**src/rtl/avm_write_control_if.sv**
```systemverilog
// Avalon-MM write-side signal bundle between the burst write master and the
// SDRAM controller slave port.
interface avm_write_control_if;
  logic        avl_wait_req_in;
  logic        avl_write_out;
  logic [7:0]  avl_size_out;
  logic [24:0] avl_addr_out;
  logic [15:0] avl_wdata_out;

  modport master (
    input  avl_wait_req_in,
    output avl_write_out,
    output avl_size_out,
    output avl_addr_out,
    output avl_wdata_out
  );

  modport slave (
    output avl_wait_req_in,
    input  avl_write_out,
    input  avl_size_out,
    input  avl_addr_out,
    input  avl_wdata_out
  );
endinterface

```
**src/rtl/avm_write_control.sv**
```systemverilog
// Avalon-MM burst write master: one rising edge on start_trigger writes a
// fixed-length burst of an incrementing 16-bit pattern starting at SEED.
module avm_write_control #(
  parameter int unsigned BURST_SIZE = 32,
  parameter logic [24:0] BASE_ADDR  = 25'd0,
  parameter logic [15:0] SEED       = 16'h0000
) (
  input  logic                clk,
  input  logic                reset_n,
  input  logic                start_trigger,
  avm_write_control_if.master avm,
  output logic                busy_out,
  output logic                done_out
);

  localparam logic [1:0] WR_IDLE  = 2'd0;
  localparam logic [1:0] WR_SET   = 2'd1;
  localparam logic [1:0] WR_BURST = 2'd2;

  localparam logic [7:0] CNT_INIT = 8'(BURST_SIZE - 1);

  logic       meta_reg;
  logic       s1_reg;
  logic       s2_reg;
  logic       det;

  logic [1:0]  state_reg;
  logic        write_reg;
  logic [15:0] wdata_reg;
  logic [7:0]  beat_cnt_reg;
  logic        done_reg;
  logic        accept;

  // meta/s1 resynchronise the trigger; s2 is the delayed copy for edge detect
  always_ff @(posedge clk or negedge reset_n) begin
    if (!reset_n) begin
      meta_reg <= 1'b0;
      s1_reg   <= 1'b0;
      s2_reg   <= 1'b0;
    end else begin
      meta_reg <= start_trigger;
      s1_reg   <= meta_reg;
      s2_reg   <= s1_reg;
    end
  end

  assign det    = s1_reg & ~s2_reg;
  assign accept = write_reg & ~avm.avl_wait_req_in;

  always_ff @(posedge clk or negedge reset_n) begin
    if (!reset_n) begin
      state_reg    <= WR_IDLE;
      write_reg    <= 1'b0;
      wdata_reg    <= SEED;
      beat_cnt_reg <= CNT_INIT;
      done_reg     <= 1'b0;
    end else begin
      done_reg <= 1'b0;
      case (state_reg)
        WR_IDLE: begin
          if (det) begin
            state_reg <= WR_SET;
          end
        end
        WR_SET: begin
          write_reg    <= 1'b1;
          wdata_reg    <= SEED;
          beat_cnt_reg <= CNT_INIT;
          state_reg    <= WR_BURST;
        end
        WR_BURST: begin
          // Stalled beats keep write and data untouched
          if (accept) begin
            if (beat_cnt_reg != 8'd0) begin
              beat_cnt_reg <= beat_cnt_reg - 8'd1;
              wdata_reg    <= wdata_reg + 16'd1;
            end else begin
              write_reg <= 1'b0;
              done_reg  <= 1'b1;
              state_reg <= WR_IDLE;
            end
          end
        end
        default: begin
          state_reg <= WR_IDLE;
          write_reg <= 1'b0;
        end
      endcase
    end
  end

  assign avm.avl_write_out = write_reg;
  assign avm.avl_wdata_out = wdata_reg;
  assign avm.avl_size_out  = 8'(BURST_SIZE);
  assign avm.avl_addr_out  = BASE_ADDR;
  assign busy_out          = (state_reg != WR_IDLE);
  assign done_out          = done_reg;

endmodule

```
**src/flat_wrapper.sv**
```systemverilog
// flat-port wrapper written by rule: the top's interface ports become plain ports
module avm_write_control_flat 
#(
  parameter int unsigned BURST_SIZE = 32,
  parameter logic [24:0] BASE_ADDR  = 25'd0,
  parameter logic [15:0] SEED       = 16'h0000
)
  (clk, reset_n, start_trigger, busy_out, done_out, avm_avl_wait_req_in, avm_avl_write_out, avm_avl_size_out, avm_avl_addr_out, avm_avl_wdata_out);
  avm_write_control_if avm_i ();
  input  logic clk;
  input  logic reset_n;
  input  logic start_trigger;
  output logic busy_out;
  output logic done_out;
  input wire logic [$bits(avm_i.avl_wait_req_in)-1:0] avm_avl_wait_req_in;
  output wire logic [$bits(avm_i.avl_write_out)-1:0] avm_avl_write_out;
  output wire logic [$bits(avm_i.avl_size_out)-1:0] avm_avl_size_out;
  output wire logic [$bits(avm_i.avl_addr_out)-1:0] avm_avl_addr_out;
  output wire logic [$bits(avm_i.avl_wdata_out)-1:0] avm_avl_wdata_out;
  assign avm_i.avl_wait_req_in = avm_avl_wait_req_in;
  assign avm_avl_write_out = avm_i.avl_write_out;
  assign avm_avl_size_out = avm_i.avl_size_out;
  assign avm_avl_addr_out = avm_i.avl_addr_out;
  assign avm_avl_wdata_out = avm_i.avl_wdata_out;
  avm_write_control #(.BURST_SIZE(BURST_SIZE), .BASE_ADDR(BASE_ADDR), .SEED(SEED)) u_core (.clk(clk), .reset_n(reset_n), .start_trigger(start_trigger), .avm(avm_i), .busy_out(busy_out), .done_out(done_out));
endmodule
```
**config.mk**
```make
export PLATFORM = sky130hd
export DESIGN_NAME = avm_write_control_flat
export DESIGN_NICKNAME = d
export VERILOG_FILES = /design/src/rtl/avm_write_control_if.sv /design/src/rtl/avm_write_control.sv /design/src/flat_wrapper.sv
export SDC_FILE = /design/constraint.sdc
export NUM_CORES = 1
export LEC_CHECK = 0
export CORE_MARGIN = 1.5
export CORE_UTILIZATION = 52
export CTS_CLUSTER_DIAMETER = 100
export CTS_CLUSTER_SIZE = 24
export DETAILED_ROUTE_END_ITERATION = 10
export GPL_ROUTABILITY_DRIVEN = 0
export HOLD_SLACK_MARGIN = 0.1
export PLACE_DENSITY = 0.86
export REMOVE_ABC_BUFFERS = 1
export SLEW_MARGIN = 5
export SYNTH_ARGS = -nofsm -noshare
export SYNTH_HDL_FRONTEND = slang
export SYNTH_SLANG_ARGS = --single-unit
```
**constraint.sdc**
```tcl
create_clock -name clk -period 3.6 [get_ports clk]
set_input_delay 0.36 -clock clk [delete_from_list [all_inputs] [get_ports clk]]
set_output_delay 0.36 -clock clk [all_outputs]
set_load 0.03 [all_outputs]
```
# == After elaboration in Yosys (flattened, before gate mapping) ==
# Cells that the tools add are included.
# totals
reg_bits,31
out_inout_bits,52
wordCells,44
# op_classes
bitwise,5
add_sub_neg,2
n_reduce_logical,7
n_mux,16
eq_ne,6
# ops
operator,n
16-bit two-way mux,2
16-bit case mux with 2 select lines,1
"16-bit by 1-bit adder with 16-bit output, second input constant",1
8-bit two-way mux,2
8-bit case mux with 2 select lines,1
3-bit AND reduction,3
8-bit nonzero test,1
"8-bit by 1-bit subtractor with 8-bit output, second input constant",1
2-bit two-way mux,3
"2-bit by 1-bit != test with 1-bit output, second input constant",3
2-bit case mux with 3 select lines,1
1-bit two-way mux,5
2-bit nonzero test,2
1-bit NOT,3
1-bit case mux with 3 select lines,1
1-bit bitwise AND,2
"2-bit by 1-bit equality test with 1-bit output, second input constant",1
"2-bit equality test, second input constant",1
2-bit zero test,1
"2-bit != test, second input constant",1

# == Longest topological paths before layout ==
# logic_depth
depth_word,4
mapped_depth,8
depth_no_buf,6

# == Worst setup path after synthesis ==
# OpenSTA, ideal clock, no wires.
# synth_timing
path_type,reg-to-reg
start,register u_core.state_reg[0]
end,"register u_core.wdata_reg[12], in the netlist u_core.avm.avl_wdata_out[12]"
arrival_time_ps,1872
slack_ps,1650
n_path_buf,2
stages_incl_launch_ff,9
setup_ps,78
required_ps,3522
period_less_slack_ps,1950
cell_sequence,dfrtp_1 -> inv_1 -> ha_1 -> clkinv_1 -> o21ai_0 -> clkbuf_1 -> clkbuf_1 -> o31ai_1 -> a21oi_1
# synth_between
elab_chain_len,3
# synth_rtl
element,line_no,source
from (decl),avm_write_control.sv:27,logic [1:0] state_reg;
from (signal assigned),avm_write_control.sv:52,state_reg <= WR_IDLE;
from (signal assigned),avm_write_control.sv:62,state_reg <= WR_SET;
from (signal assigned),avm_write_control.sv:69,state_reg <= WR_BURST;
2-bit equality test or 2-bit by 1-bit equality test with 1-bit output (tied branches),avm_write_control.sv:59,case (state_reg)
2-bit by 1-bit != test with 1-bit output (no line) or 2-bit nonzero test (tied branches),n/a,
3-bit AND reduction (no line),n/a,
to (signal assigned),avm_write_control.sv:76,wdata_reg <= wdata_reg + 16'd1;
to (decl),avm_write_control.sv:29,logic [15:0] wdata_reg;
# Several ways; a longest one is shown, not always the timed one.
# A chain may end at the register's enable or synchronous reset.

# == Worst setup path in the final report ==
# layout_timing
start,register u_core.state_reg[0]
end,register u_core.beat_cnt_reg[4]
# layout_between
elab_chain_len,3
# layout_rtl
element,line_no,source
2-bit equality test or 2-bit by 1-bit equality test with 1-bit output (tied branches),avm_write_control.sv:59,
2-bit by 1-bit != test with 1-bit output (no line) or 2-bit nonzero test (tied branches),n/a,
3-bit AND reduction (no line),n/a,
to (signal assigned),avm_write_control.sv:75,beat_cnt_reg <= beat_cnt_reg - 8'd1;
to (decl),avm_write_control.sv:30,logic [7:0] beat_cnt_reg;
# Several ways; a longest one is shown, not always the timed one.

==> impl_metrics.toml <==
[run_status]
outcome = "finished, final reports clean"

[global_routing]
grt_pass1_vias = 1428
grt_max_degree = 32
grtUsageTotal = 0.2012
grt_pass1_wl_um = 6486
gr-total-overflow = 0
antenna_found_initial = 0

[route]
drc_errors = 0
routedWlPerCell_um = 13.53
wl_um = 3830
viasPerCell = 5.703
drtIter0Drc = 158
first_pass_iters = 4
vias = 1614
final_antenna_net_count = 0

[hold_path]
min-delay-start = "u_core.meta_reg$_DFF_PN0_"
holdPathStages = 0
hold_end = "u_core.s1_reg$_DFF_PN0_"
hp-class = "reg2reg"

[placement]
io_buffers = 22
dp_hpwl_um = 2559
dp.cells = 275
pre_cts_slack_ns = 1.132
place_area_um2 = 2112

[worst_setup_path]
cp.required_ns = 3.81
reg2reg_from = "u_core.state_reg[0]$_DFFE_PN0P_"
cp_max_fo = 27
r2r_cells = 6
reg2reg_slack_ns = 1.12
critPathLaunchType = "flip-flop"
reg2reg_to = "u_core.beat_cnt_reg[4]$_DFFE_PN1P_"
cp-end-kind = "flip-flop"
arrival_ns = 2.68
path_class = "reg2reg"

[clock_tree]
cts_setup_buffers = 0
postCtsResizedCells = 0
clk_pin_slew_ns = 0.07
clockBufferDepth = 2
cts_buffers = 5
clock_sinks = 31
cts_hold_buf = 0
cts_root_buf = "clkbuf_8"
htree_levels = 2
worst_skew_pair.late_latency_ns = 0.29
cts_tree = "yes"

[timing]
fin_crit_sh = 0.6875
setup_tns_ns = 0
report.final.slew_viol_count = 0
final-setup-viol-count = 0
rsz0062_at_grt = "no"
worst_slack_ns = 1.125
clock_skew_ns = 0.006689
worst_hold_slack_ns = 0.3555
fmax_ghz = 0.4040
hold_viol = 0
period_needed_ns = 2.475
max-slew-margin-rel = 0.3259
tightest_slew_ns = 1.009

[pwr]
leakagePower_nw = 0.9305
p_per_area_nw_per_um2 = 552.4
ir_drop_mv = 0.4663
power_mw = 1.214

[logic_synthesis]
synth_seq_cells = 31
synthFlopType = "dfrtp_1"
yosysSeqAreaShare = 0.3904
synthArstFlopShare = 1.000
ys_types = 46
yosys_warnings = 0
synth_top_area_cell = "dfrtp_1"
synth_cells = 215
netlist.area_leader.share = 0.3248
synth_area_leaders = "dfrtp_1 32%, buf_4 12%, dfstp_2 6.6%"
avgSynthCellArea_um2 = 9.317
synth_edf_count = 0
syn_area_um2 = 2003

[die]
core_um2 = 3689
die_w_um = 65.07
initial_core_util = 0.5431
std_cell_rows = 22
die_y_um = 65.07
ioPinCount = 56
dieArea_um2 = 4233

[cells_and_area]
multi_input_area_um2 = 997.2
final_cell_area_um2 = 2197
drive_above_1_share = 0.09787
fillCellCount = 330
largest_reg_flops = 16
antenna_cells = 0
utilization = 0.5957
syn_to_final_growth_pct = 9.682
num-nets-final = 244
final-seq-area_um2 = 782.0
fin_cells = 283

[flow_run]
cap_violations = 0
[Yosys cell counts (2+ instances only)]
cell	count
buf_4	33
dfrtp_1	26
a21oi_1	13
or4_1	11
nand2_1	10
o31ai_1	10
inv_1	9
nand3_1	9
mux2i_1	7
a31oi_1	6
clkbuf_1	6
ha_1	6
nor2_1	6
or2_2	6
dfstp_2	5
o21ai_0	5
and4_1	4
nor4_1	4
nand4_1	3
nor3_1	3
a21o_1	2
a22o_1	2
buf_2	2
buf_6	2
conb_1	2
nor2b_1	2
or3_1	2
[cells in the final DEF (no fill, tap or decap), types with 6 or more instances in the layout]
cell type and instances:
a21oi_1 13, a31oi_1 6, clkdlybuf4s50_1 22, conb_1 33
dfrtp_1 26, ha_1 6, inv_1 9, mux2i_1 7
nand2_1 10, nand3_1 9, nor2_1 6, o31ai_1 10
or2_2 6, or4_1 11
[area by class of cell]
| cell class | count | area share |
|---|---|---|
| clock buffer | 6 | 0.03303 |
| clock inverter | 2 | 0.005695 |
| inverter | 10 | 0.01708 |
| multi-input combinational | 162 | 0.4539 |
| sequential | 31 | 0.3559 |
| tap | 48 | 0.02733 |
| timing repair buffer | 24 | 0.1071 |
[report_power, final]
group / switching (mW) / internal (mW) / total (mW)
registers: 0.0335 / 0.384 / 0.417
clock network: 0.138 / 0.135 / 0.272
logic: 0.360 / 0.164 / 0.524
[layer usage]
layer	up-vias	part of all wire	track usage
met5	-	0	0
met4	0	0.016	0.09115
met3	8	0.065	0.06250
met2	61	0.48	0.3260
met1	784	0.44	0.2458
li1	761	-	-
[worst max-delay path, cell delays in order, from the launching register on]
cell and delay, ns:
dfrtp_1 0.40, inv_1 0.08, ha_1 0.37, clkinv_1 0.37, nor3_4 0.78, nor3_1 0.11
a41oi_1 0.27
[cells by family (layout without fill, tap and decap cells)]
kind of cell               after synthesis  in the layout  share of synthesized area
and+or+nand+nor                         67             67                     0.2018
buffers and inverters                   53             42                     0.1699
AOI/OAI and AO/OA                       49             49                     0.1618
DFF                                     31             31                     0.3904
muxes                                    7              7                    0.03498
adders and majority gates                6              6                    0.03748
other                                    2             33                   0.003749
[worst max-delay path by stage]
stage                                         start                                       end  slack, ns  cells past startpoint
floorplan           u_core.state_reg[0]$_DFFE_PN0P_  u_core.avm.avl_wdata_out[11]$_DFFE_PN0P_       0.54                      6
global placement    u_core.state_reg[0]$_DFFE_PN0P_  u_core.avm.avl_wdata_out[11]$_DFFE_PN0P_       1.24                      6
detailed placement  u_core.state_reg[0]$_DFFE_PN0P_        u_core.beat_cnt_reg[4]$_DFFE_PN1P_       1.13                      6
CTS                 u_core.state_reg[0]$_DFFE_PN0P_        u_core.beat_cnt_reg[4]$_DFFE_PN1P_       1.12                      6
global route        u_core.state_reg[0]$_DFFE_PN0P_        u_core.beat_cnt_reg[4]$_DFFE_PN1P_       0.92                      6
finish              u_core.state_reg[0]$_DFFE_PN0P_        u_core.beat_cnt_reg[4]$_DFFE_PN1P_       1.12                      6
No activity file was read; power rests on OpenSTA's default activity.
